## config.mk

```make
export PLATFORM = sky130hd
export DESIGN_NAME = serdes_lane
export DESIGN_NICKNAME = d
export VERILOG_FILES = /design/src/rtl/serdes_lane.sv
export SDC_FILE = /design/constraint.sdc
export NUM_CORES = 1
export LEC_CHECK = 0
export ABC_CLOCK_PERIOD_IN_PS = 2140
export CAP_MARGIN = 20
export CORE_MARGIN = 2
export CORE_UTILIZATION = 24
export CTS_CLUSTER_DIAMETER = 120
export CTS_CLUSTER_SIZE = 8
export DETAILED_ROUTE_END_ITERATION = 10
export GPL_TIMING_DRIVEN = 0
export MAX_ROUTING_LAYER = met4
export PLACE_DENSITY_LB_ADDON = 0.15
export SLEW_MARGIN = 10
export SYNTH_ARGS = -nofsm -noshare
export SYNTH_HDL_FRONTEND = slang
export SYNTH_SLANG_ARGS = --single-unit
export TNS_END_PERCENT = 1
```

## constraint.sdc

```tcl
create_clock -name CLOCK -period 2.14 [get_ports CLOCK]
set_input_delay 0.321 -clock CLOCK [delete_from_list [all_inputs] [get_ports CLOCK]]
set_output_delay 0.321 -clock CLOCK [all_outputs]
set_load 0.03 [all_outputs]
```

## src/rtl/serdes_lane.sv

```systemverilog
// serdes_lane: one serial lane with an LSB-first serialiser and a comma-aligned
// deserialiser. TX and RX share only the clock and reset; they keep no common state.
//
// RX state | meaning
// ---------+-------------------------------------------------------------
// HUNT     | no word boundary yet; waiting for COMMA in the bit window
// LOCKED   | boundary known; a word is emitted every WIDTH bits
module serdes_lane #(
  parameter int unsigned      WIDTH     = 10,
  parameter logic [WIDTH-1:0] COMMA     = 10'b0011111010,
  parameter logic [WIDTH-1:0] IDLE_WORD = 10'b0011111010,
  parameter bit               ALIGN_EN  = 1'b1
) (
  input  logic             CLOCK,
  input  logic             RESET_N,
  input  logic [WIDTH-1:0] TX_D,
  input  logic             TX_VALID,
  output logic             TX_READY,
  output logic             TX_S,
  input  logic             RX_S,
  input  logic             RX_REALIGN,
  output logic [WIDTH-1:0] RX_D,
  output logic             RX_VALID,
  output logic             RX_LOCKED,
  output logic             RX_SLIP
);

  localparam int unsigned CW = (WIDTH > 1) ? $clog2(WIDTH) : 1;
  localparam logic [CW-1:0] LAST = CW'(WIDTH - 1);

  typedef enum logic {
    HUNT   = 1'b0,
    LOCKED = 1'b1
  } rx_state_t;

  // Without alignment the receiver never hunts: the boundary is fixed by reset.
  localparam rx_state_t RST_STATE = ALIGN_EN ? HUNT : LOCKED;

  // ---------------------------------------------------------------- TX
  logic [WIDTH-1:0] tx_sr, tx_sr_n;
  logic [CW-1:0]    tc, tc_n;

  assign TX_READY = (tc == LAST);
  assign TX_S     = tx_sr[0];

  // Next TX word/bit: reload every WIDTH edges (idle word if nothing offered), else shift.
  always_comb begin
    tx_sr_n = {1'b0, tx_sr[WIDTH-1:1]};
    tc_n    = tc + CW'(1);
    if (tc == LAST) begin
      tx_sr_n = TX_VALID ? TX_D : IDLE_WORD;
      tc_n    = '0;
    end
  end

  // TX shift register and bit counter.
  always_ff @(posedge CLOCK or negedge RESET_N) begin
    if (!RESET_N) begin
      tx_sr <= '0;
      tc    <= LAST;
    end else begin
      tx_sr <= tx_sr_n;
      tc    <= tc_n;
    end
  end

  // ---------------------------------------------------------------- RX
  rx_state_t        state, state_n;
  logic [WIDTH-1:0] win, nw;
  logic [CW-1:0]    rc, rc_n;
  logic [WIDTH-1:0] rx_d_q, rx_d_n;
  logic             rx_valid_q, rx_valid_n;
  logic             rx_slip_q, rx_slip_n;
  logic             comma_hit;

  // The newest bit enters at the MSB so the oldest bit lands in bit 0 (LSB-first line order).
  assign nw        = {RX_S, win[WIDTH-1:1]};
  assign comma_hit = (nw == COMMA);

  // Receiver next-state and output decode; a forced realign overrides everything else.
  always_comb begin
    state_n    = state;
    rc_n       = rc;
    rx_d_n     = rx_d_q;
    rx_valid_n = 1'b0;
    rx_slip_n  = 1'b0;
    if (ALIGN_EN && RX_REALIGN) begin
      state_n = HUNT;
    end else begin
      case (state)
        HUNT: begin
          if (comma_hit) begin
            state_n    = LOCKED;
            rc_n       = '0;
            rx_d_n     = nw;
            rx_valid_n = 1'b1;
          end
        end
        LOCKED: begin
          if (rc == LAST) begin
            rc_n       = '0;
            rx_d_n     = nw;
            rx_valid_n = 1'b1;
          end else if (ALIGN_EN && comma_hit) begin
            // Comma seen off the current boundary: adopt its boundary.
            rc_n       = '0;
            rx_d_n     = nw;
            rx_valid_n = 1'b1;
            rx_slip_n  = 1'b1;
          end else begin
            rc_n = rc + CW'(1);
          end
        end
      endcase
    end
    if (!ALIGN_EN) begin
      state_n = LOCKED;
    end
  end

  // Receiver registers: window, state, bit counter and the word/pulse outputs.
  always_ff @(posedge CLOCK or negedge RESET_N) begin
    if (!RESET_N) begin
      win        <= '0;
      state      <= RST_STATE;
      rc         <= '0;
      rx_d_q     <= '0;
      rx_valid_q <= 1'b0;
      rx_slip_q  <= 1'b0;
    end else begin
      win        <= nw;
      state      <= state_n;
      rc         <= rc_n;
      rx_d_q     <= rx_d_n;
      rx_valid_q <= rx_valid_n;
      rx_slip_q  <= rx_slip_n;
    end
  end

  assign RX_D      = rx_d_q;
  assign RX_VALID  = rx_valid_q;
  assign RX_SLIP   = rx_slip_q;
  assign RX_LOCKED = (state == LOCKED);

endmodule

```

# Yosys cells after proc, flatten, opt, wreduce, memory -nomap -nowiden

Index checks and enable logic that the tools add are counted.

Flip-flop bits (word level): 41
Logic and storage cells: 36
Input bits: 15
Memories: 0
RAM bits: 0
Bits in latches: 0
Output and inout bits: 15
Bits in read-only memories: 0

Equal/unequal tests: 4
Divide/modulo/power cells: 0
Multiply operators: 0
Reduce and logical (&&, ||, !) cells: 1
$add $sub $neg: 2
Shifts and indexed selects: 0
$lt $le $gt $ge: 0
Bitwise logic cells: 2
Mux-type cells: 19

Operators with widths:

| kind                                           | number |
|---|---|
| two-way mux 10 bit                             | 4 |
| case mux 10 bit (2 select lines)               | 1 |
| two-way mux 4 bit                              | 4 |
| == test 10 x 8 -> 1 bit, second input constant | 1 |
| adder 4 x 1 -> 4 bit, second input constant    | 2 |
| == test 4 bit, second input constant           | 2 |
| two-way mux 1 bit                              | 8 |
| case mux 4 bit (2 select lines)                | 1 |
| inequality test 2 bit, second input constant   | 1 |
| inverter 1 bit                                 | 2 |
| case mux 1 bit (2 select lines)                | 1 |
| AND reduction 2 bit                            | 1 |

# Logic depth before layout (Yosys ltp)

Gate-level depths: netlist of run 1.

Depth after elaboration: 5
Mapped depth: 6
Mapped depth without buffers: 6

# Worst setup path before layout of run 1

OpenSTA, ideal clock, no wires.

Path type: reg2reg
Start: register win[9]
End: register rc[3]
Stages on the path, launching flop included: 6
Slack: 0.297 ns
Buffers on the path: 1
Setup time: 0.122 ns
Arrival: 1.721 ns
Data required time: 2.018 ns
Period minus slack after synthesis: 1.843 ns
Path through: dfrtp_1 -> or4b_4 -> or3_1 -> buf_6 -> a21o_1 -> a32o_1

Longest elaborated chain between the ends: 4
Elaborated cells between the ends (all ways): 6
Classes of those cells: 2 x eq/ne; 3 x mux; 1 x reduce/logical

RTL lines:

| what                            | line | text |
|---|---|---|
| start, declared                 | 69   | `logic [WIDTH-1:0] win, nw;` |
| start signal, assigned          | 131  | `win <= nw;` |
| == test 10 x 8 -> 1 bit (*)     | 78   | `assign comma_hit = (nw == COMMA);` |
| two-way mux 4 bit               | 104  | `end else if (ALIGN_EN && comma_hit) begin` |
| two-way mux 4 bit               | 100  | `if (rc == LAST) begin` |
| case mux 4 bit (2 select lines) | 90   | `case (state)` |
| end signal, assigned            | 133  | `rc <= rc_n;` |
| end, declared                   | 70   | `logic [CW-1:0] rc, rc_n;` |

Every way passes the cells marked *; elsewhere a longest branch is shown, timed or not.
A chain may end at the register's enable or synchronous reset.

# Final worst setup path of run 1

Start: input port RX_S
End: register rc[3]

Longest elaborated chain between the ends: 4
Elaborated cells between the ends (all ways): 6
Classes of those cells: 2 x eq/ne; 3 x mux; 1 x reduce/logical

RTL lines:

| what                            | line | text |
|---|---|---|
| start, declared                 | 20   | `input logic RX_S,` |
| == test 10 x 8 -> 1 bit (*)     | 78   |  |
| two-way mux 4 bit               | 104  |  |
| two-way mux 4 bit               | 100  |  |
| case mux 4 bit (2 select lines) | 90   |  |

Marked as above.

==> impl_results.md, run 1 <==
- Run status: complete, no violations
- Non-filler cells in the finished layout: 248
- Average cell area after synthesis: 11.79 µm²
- Clock latency reported for the late side of the worst-skew pair: 0.29 ns
- Worst slack, placed: -0.2081 ns
- Tightest slew margin relative to the limit: 64.56%
- Most frequent cells after synthesis: dfrtp_1 (38), inv_1 (14), nand2_1 (14), o21ai_0 (10), nor2_1 (9)
- Average wire per cell in the routed design: 11.98 µm
- Worst EP arrival: 2.23 ns
- VDD IR max: 0.0002751 V
- Clock Path Buffers: 2
- Final Routed Wirelength: 2972 µm
- Cell types with the largest area share after synthesis: dfrtp_1 (61%), mux2_2 (4.3%), dfstp_2 (3.4%), inv_1 (3.4%), nand2_1 (3.4%)
- Tmin final: 2.055 ns
- Class of the worst hold path: in -> async
- Remaining global-route overflow: 0
- Critical R2R Capture: rc[3]
- Sum of net half-perimeters after detailed placement: 2206 µm
- Overall track demand over capacity in global routing: 9.416%
- Worst slack on hold paths: 0.4074 ns
- NumNets Final: 187
- H-tree depth reported by CTS: 2
- Violation count after the first detailed-route iteration: 46
- Area share of the largest cell type after synthesis: 60.65%
- Number of antenna violations at the first check in global routing: 0
- Initial Utilization: 24.69%
- TritonCTS clock tree: built
- Pin count of the biggest net entering global routing: 34
- Fraction of the yosys area taken by sequential cells: 64.01%
- Number of nets in the synthesized netlist: 150
- Category of the most critical setup path: in -> reg
- Fraction of final layout cells with drive strength greater than 1: 14.62%
- Flip-flop and latch count after synthesis: 40
- Count of inserted antenna diode cells: 0
- I/O pin cnt: 30
- Via count of the first global-routing pass: 1,099
- Die boundary width: 84.82 µm
- Worst reg2reg setup slack: 0.20 ns
- Core Footprint: 6350 µm²
- Endpoint required time on the critical path: 2.32 ns
- P per Cell Area: 710.5 nW/µm²
- Full die area: 7194 µm²
- Clock skew after layout: 0.01259 ns
- Cell with the most instances after synthesis: dfrtp_1
- Number of maximum-capacitance violations: 0
- Final Max Tran Viols: 0
- Setup repair bufs after CTS: 0
- Number of nets still failing antenna checks after routing: 0
- Clock-pin slew of the registers on the worst-case setup and hold paths: 0.08 ns
- Top_reg_cell synth: dfrtp_1
- Count of port buffers added during placement: 28
- Buffer cell driving the clock tree root: clkbuf_8
- Total of endpoints with negative setup slack in the final report: 0
- GP Congestion: 0.7274
- Count of unresolved DRC violations after routing: 0
- Final cycle utilization of the critical path: 96.01%
- Count of warnings emitted by yosys: 0
- Max Clk Rate: 0.4867 GHz
- Type of destination of the critical path: register
- Transition time at the pin with the least slew margin: 0.5297 ns
- Number of instances in the synthesized netlist: 133
- Number of hold violations in the final report: 0
- First-pass GRT wire length: 5126 µm
- Count of distinct cell types in the synthesized netlist: 31
- Final-layout fill cell count: 630
- Vias/cell: 4.327
- Reg2Reg Launch Point: win[9]
- Leakage Power: 0.0009575 µW
- TritonCTS Buffers: 5
- Clock tree sinks: 40
- Relative area change from synthesis to final layout: 33.04%
- Critical-path maximum fanout: 7
- Die height: 84.82 µm
- Total instance count after detailed placement: 239
- Fin util: 32.85%
- Worst Reg-to-Reg Cells: 5
- Number of iterations in the first detailed-routing pass: 4
- Number of synthesized flops with an enable pin: 0
- Std-Cell Rows: 29
- Summed instance area of the synthesized netlist: 1568 µm²
- Count of vias placed by the detailed router: 1,073
- Setup crit start kind: primary input
- Async S/R FF share, synth: 100.0%
- Largest area contributor in the synthesized netlist: dfrtp_1
- Fin worst setup slack: 0.08543 ns
==> state kept, by name, summed over array words and instances (netlist names) <==
| signal | flops |
|---|---|
| tc | 4 |
| RX_D | 10 |
| rc | 4 |
| RX_VALID | 1 |
| RX_SLIP | 1 |
| win | 9 |
| tx_sr | 10 |
| RX_LOCKED | 1 |
==> repair_timing <==
| item | CTS | global route |
|---|---|---|
| hold buffers | 1 | 0 |
| gates cloned | 0 | 0 |
| hold endpoints to repair | 7 | 0 |
| gates resized for setup | 4 | 3 |
| endpoints found under the setup margin | 1 | 1 |
==> per-layer routing <==
layer,vias up,share of wire (%),global-route usage [%]
met5,-,0,-
met4,0,0.98,3.030
met3,4,4.0,3.210
met2,23,49,15.39
met1,524,46,10.95
li1,522,-,-
==> through the flow <==
step | TNS, ns | total power, µW | area [µm²]
floorplan | 0 | 832.2 | 1568
global placement | -8.943 | 886.5 | 1944
detailed placement | -1.980 | 892.0 | 1959
CTS | 0 | 1508 | 2083
global route | -0.005540 | 1557 | 2086
finish | 0 | 1482 | 2086
==> worst max-delay path by stage <==
stage                     startpoint  endpoint  slack [ns]  cells after the start
final                           RX_S     rc[3]        0.09                      6
after global routing           tc[0]  TX_READY      -0.006                      4
after CTS                      tc[0]  TX_READY        0.06                      4
after detailed placement        RX_S     rc[3]       -0.21                      6
after global placement       RESET_N  tx_sr[9]       -0.19                      1
after floorplan               win[9]     rc[3]        0.30                      5
==> critical path, cell delays in order <==
cell             delay, ns
clkdlybuf4s50_1       0.46
or4b_4                0.58
or3_1                 0.38
buf_6                 0.15
a21o_1                0.15
a32o_1                0.19
==> power breakdown <==
part / leakage (µW) / internal (µW) / switching [µW] / total (µW)
Sequential: 0.000527 / 774 / 14.7 / 789
Combinational: 0.000377 / 45.5 / 42.6 / 88.2
Clock: 0.0000541 / 345 / 260 / 605
Total: 0.000958 / 1160 / 317 / 1480
==> area by class of cell <==
| cell class | instances | area, µm² | share of cell area [%] |
|---|---|---|---|
| clock inverter | 3 | 42.54 | 2.040 |
| clock buffer | 5 | 68.82 | 3.299 |
| tap | 77 | 96.34 | 4.619 |
| buffer | 4 | 26.28 | 1.260 |
| timing repair buffer | 30 | 306.5 | 14.70 |
| inverter | 14 | 52.55 | 2.519 |
| multi-input combinational | 75 | 489.2 | 23.46 |
| sequential | 40 | 1003 | 48.11 |
==> cells by family (layout without fill, tap and decap cells) <==
family                     Yosys count  after routing  share of synthesized area, %
AOI/OAI and AO/OA                   23             23                         9.258
DFF                                 40             40                         64.01
and+or+nand+nor                     41             41                         14.21
muxes                                8              8                         5.586
xor gates and xnor gates             1              1                        0.5588
adders and majority gates            2              2                         1.596
buffers and inverters               18             56                         4.788
==> placed cells by master (no fill, tap or decap), types with 2 or more instances in the layout <==
cell type and count:
dfrtp_1 38, dfstp_2 2, clkbuf_8 5, nand3_1 4, nor3_1 2, clkdlybuf4s50_1 26
inv_1 14, clkbuf_1 2, and3_1 2, a31oi_1 6, nand2_1 14, nor2_1 9
a22o_1 2, mux2_2 6, a21o_1 2, ha_1 2, o21ai_0 10, mux2i_1 2
Power figures use the tool's default switching activity.
==> run 2, diff against run 1 <==
--- a/config.mk
+++ b/config.mk
@@ -12,8 +12,8 @@
 export CTS_CLUSTER_DIAMETER = 120
 export CTS_CLUSTER_SIZE = 8
 export DETAILED_ROUTE_END_ITERATION = 10
+export DONT_BUFFER_PORTS = 1
 export GPL_TIMING_DRIVEN = 0
-export MAX_ROUTING_LAYER = met4
 export PLACE_DENSITY_LB_ADDON = 0.15
 export SLEW_MARGIN = 10
 export SYNTH_ARGS = -nofsm -noshare
==> run 2 against run 1 <==
  * Via count shrank 9.5%
  * First-iteration DRC count rose by 22%
  * Die area unchanged
  * Critical endpoint unchanged
  * Largest cell class unchanged
==> impl_results.md, run 2 (synthesis results as in run 1) <==
- Remaining global-route overflow: 0 (unchanged)
- Number of iterations in the first detailed-routing pass: 4 (unchanged)
- Transition time at the pin with the least slew margin: 0.5316 ns (+0.001936 ns)
- Number of antenna violations at the first check in global routing: 0 (unchanged)
- Relative contribution of the clock network to total power: 36.3% (-4.5 points)
- Pin count of the biggest net entering global routing: 41 (+21%)
- Critical-path maximum fanout: 7 (unchanged)
- Count of vias placed by the detailed router: 971 (-9.5%)
- Setup_tns: 0 ns (unchanged)
- Clock tree sinks: 40 (unchanged)
- Final Routed Wirelength: 2852 µm (-4.0%)
- Switching power total: 303.4 µW (-4.3%)
- Fin util: 28.04% (-4.8 points)
- Via count of the first global-routing pass: 1,015 (-7.6%)
- Tmin final: 1.926 ns (-0.1284 ns)
- First-pass GRT wire length: 4974 µm (-3.0%)
- TritonCTS clock tree: built
- VDD IR max: 0.0002122 V (-23%)
- Setup crit start kind: register
- Count of port buffers added during placement: 0 (-100%)
- Count of inserted antenna diode cells: 0 (unchanged)
- Fin worst setup slack: 0.2138 ns (+0.1284 ns)
- Full die area: 7194 µm² (unchanged)
- Clock Path Buffers: 2 (unchanged)
- Clock-pin slew of the registers on the worst-case setup and hold paths: 0.08 ns (about the same)
- I/O pin cnt: 30 (unchanged)
- Reg power frac: 59.8% (+6.6 points)
- Core Footprint: 6350 µm² (unchanged)
- Final Max Tran Viols: 0 (unchanged)
- Die height: 84.82 µm (unchanged)
- GP Congestion: 0.7185 (-1.2%)
- Worst slack, placed: 0.2344 ns (+0.4425 ns)
- Final cycle utilization of the critical path: 90.01% (-6.0 points)
- Tightest slew margin relative to the limit: 64.43% (-0.13 points)
- Sum of net half-perimeters after detailed placement: 2022 µm (-8.4%)
- Std-Cell Rows: 29 (unchanged)
- Count of unresolved DRC violations after routing: 0 (unchanged)
- Number of hold violations in the final report: 0 (unchanged)
- Buffer cell driving the clock tree root: clkbuf_8
- RSZ-0062 raised after global routing: no
- Leakage Power: 0.0008396 µW (-12%)
- Category of the most critical setup path: reg -> reg
- Clock skew after layout: 0.01463 ns (+0.002043 ns)
- Worst EP arrival: 2.09 ns (-0.14 ns)
- Initial Utilization: 24.69% (unchanged)
- Violation count after the first detailed-route iteration: 56 (+22%)
- Average wire per cell in the routed design: 12.96 µm (+8.2%)
- Class of the worst hold path: in -> reg
- Post-route design area: 1780 µm² (-15%)
- Run status: complete, no violations
- Number of maximum-capacitance violations: 0 (unchanged)
- Vias/cell: 4.414 (+2.0%)
- P per Cell Area: 745.7 nW/µm² (+4.9%)
- Commonest non-fill, non-tap cell in the layout: dfrtp_1
- Die boundary width: 84.82 µm (unchanged)
- Placed Instance Area: 1664 µm² (-15%)
- TritonCTS Buffers: 5 (unchanged)
- Logic gate share of total power: 3.9% (-2.0 points)
- Net switching share of the total power: 22.85% (+1.5 points)
- Total of endpoints with negative setup slack in the final report: 0 (unchanged)
- Internal power consumption: 1024 µW (-12%)
- Clock latency reported for the late side of the worst-skew pair: 0.29 ns (about the same)
- Endpoint required time on the critical path: 2.31 ns (about the same)
- Relative area change from synthesis to final layout: 13.57%
- Type of destination of the critical path: register
- Most frequent cells in the layout: dfrtp_1 (38), inv_1 (14), nand2_1 (14)
- Fraction of final layout cells with drive strength greater than 1: 15.38% (+0.76 points)
- NumNets Final: 159 (-15%)
- H-tree depth reported by CTS: 2 (unchanged)
- Max Clk Rate: 0.5192 GHz (+6.7%)
- Final-layout fill cell count: 635 (+0.79%)
- Number of nets still failing antenna checks after routing: 0 (unchanged)
- Overall track demand over capacity in global routing: 8.752% (-0.66 points)
## run 2: worst max-delay path: stages (launching register included)
cell and delay (ns):
dfrtp_1 0.41, or4b_4 0.54, or3_1 0.37, buf_6 0.14
a21o_1 0.14, a32o_1 0.19
## run 2: what timing repair did
action | CTS | global route
endpoints found under the setup margin | 0 | 1
gates resized for setup | 0 | 2
hold endpoints to repair | 40 | 0
buffers inserted | 0 | 0
hold buffers | 2 | 0
## run 2: cell type report
| cell class | instances | area (µm²) | area share, % |
|---|---|---|---|
| Inverter | 14 | 52.55 | 2.952 |
| Clock inverter | 2 | 12.51 | 0.7027 |
| Multi-Input combinational cell | 75 | 489.2 | 27.48 |
| Buffer | 4 | 23.77 | 1.335 |
| Sequential cell | 40 | 1003 | 56.36 |
| Clock buffer | 6 | 72.57 | 4.076 |
| Tap cell | 77 | 96.34 | 5.411 |
| Timing Repair Buffer | 2 | 30.03 | 1.687 |
## run 2: worst paths after layout
kind | start | end | slack [ns] | cells past startpoint
setup / recovery | win[9] | rc[3] | 0.21 | 5
hold / removal | RX_S | win[9] | 0.05 | 0
setup reg to reg | win[9] | rc[3] | 0.21 | 5
hold reg to reg | win[8] | win[7] | 0.41 | 0
max in group asynchronous | RESET_N | tc[3] | 1.38 | 2
min in group asynchronous | RESET_N | RX_VALID | 0.48 | 2
## run 2: power by group through the flow
stage	Clock (µW)	Sequential [µW]	Combinational [µW]
after floorplan	0	804	27.9
after global placement	0	809	31.8
after detailed placement	0	809	32.7
after CTS	504	794	54.3
after global routing	543	796	62.4
final	482	794	52.0
## run 2: through the flow
stage / hold WS, ns / std cells / total power [µW]
detailed placement: 0.02649 / 210 / 841.5
global placement: 0.02643 / 210 / 840.9
finish: 0.05355 / 220 / 1328
global route: 0.02934 / 220 / 1402
floorplan: 0.02541 / 133 / 832.2
CTS: 0.04200 / 220 / 1353
## run 2: layer usage
layer / up-vias / part of all wire [%] / global-route usage [%]
met2: 24 / 48 / 14.03
li1: 463 / - / -
met3: 2 / 6.0 / 3.696
met4: 0 / 0.46 / 2.597
met5: - / 0 / 0
met1: 482 / 45 / 10.82
==> run 3, diff against run 2 <==
--- a/config.mk
+++ b/config.mk
@@ -15,7 +15,6 @@
 export DONT_BUFFER_PORTS = 1
 export GPL_TIMING_DRIVEN = 0
 export PLACE_DENSITY_LB_ADDON = 0.15
-export SLEW_MARGIN = 10
 export SYNTH_ARGS = -nofsm -noshare
 export SYNTH_HDL_FRONTEND = slang
 export SYNTH_SLANG_ARGS = --single-unit
==> results of run 3 <==
The final DEF is identical to that of run 2; final timing and power are the same.
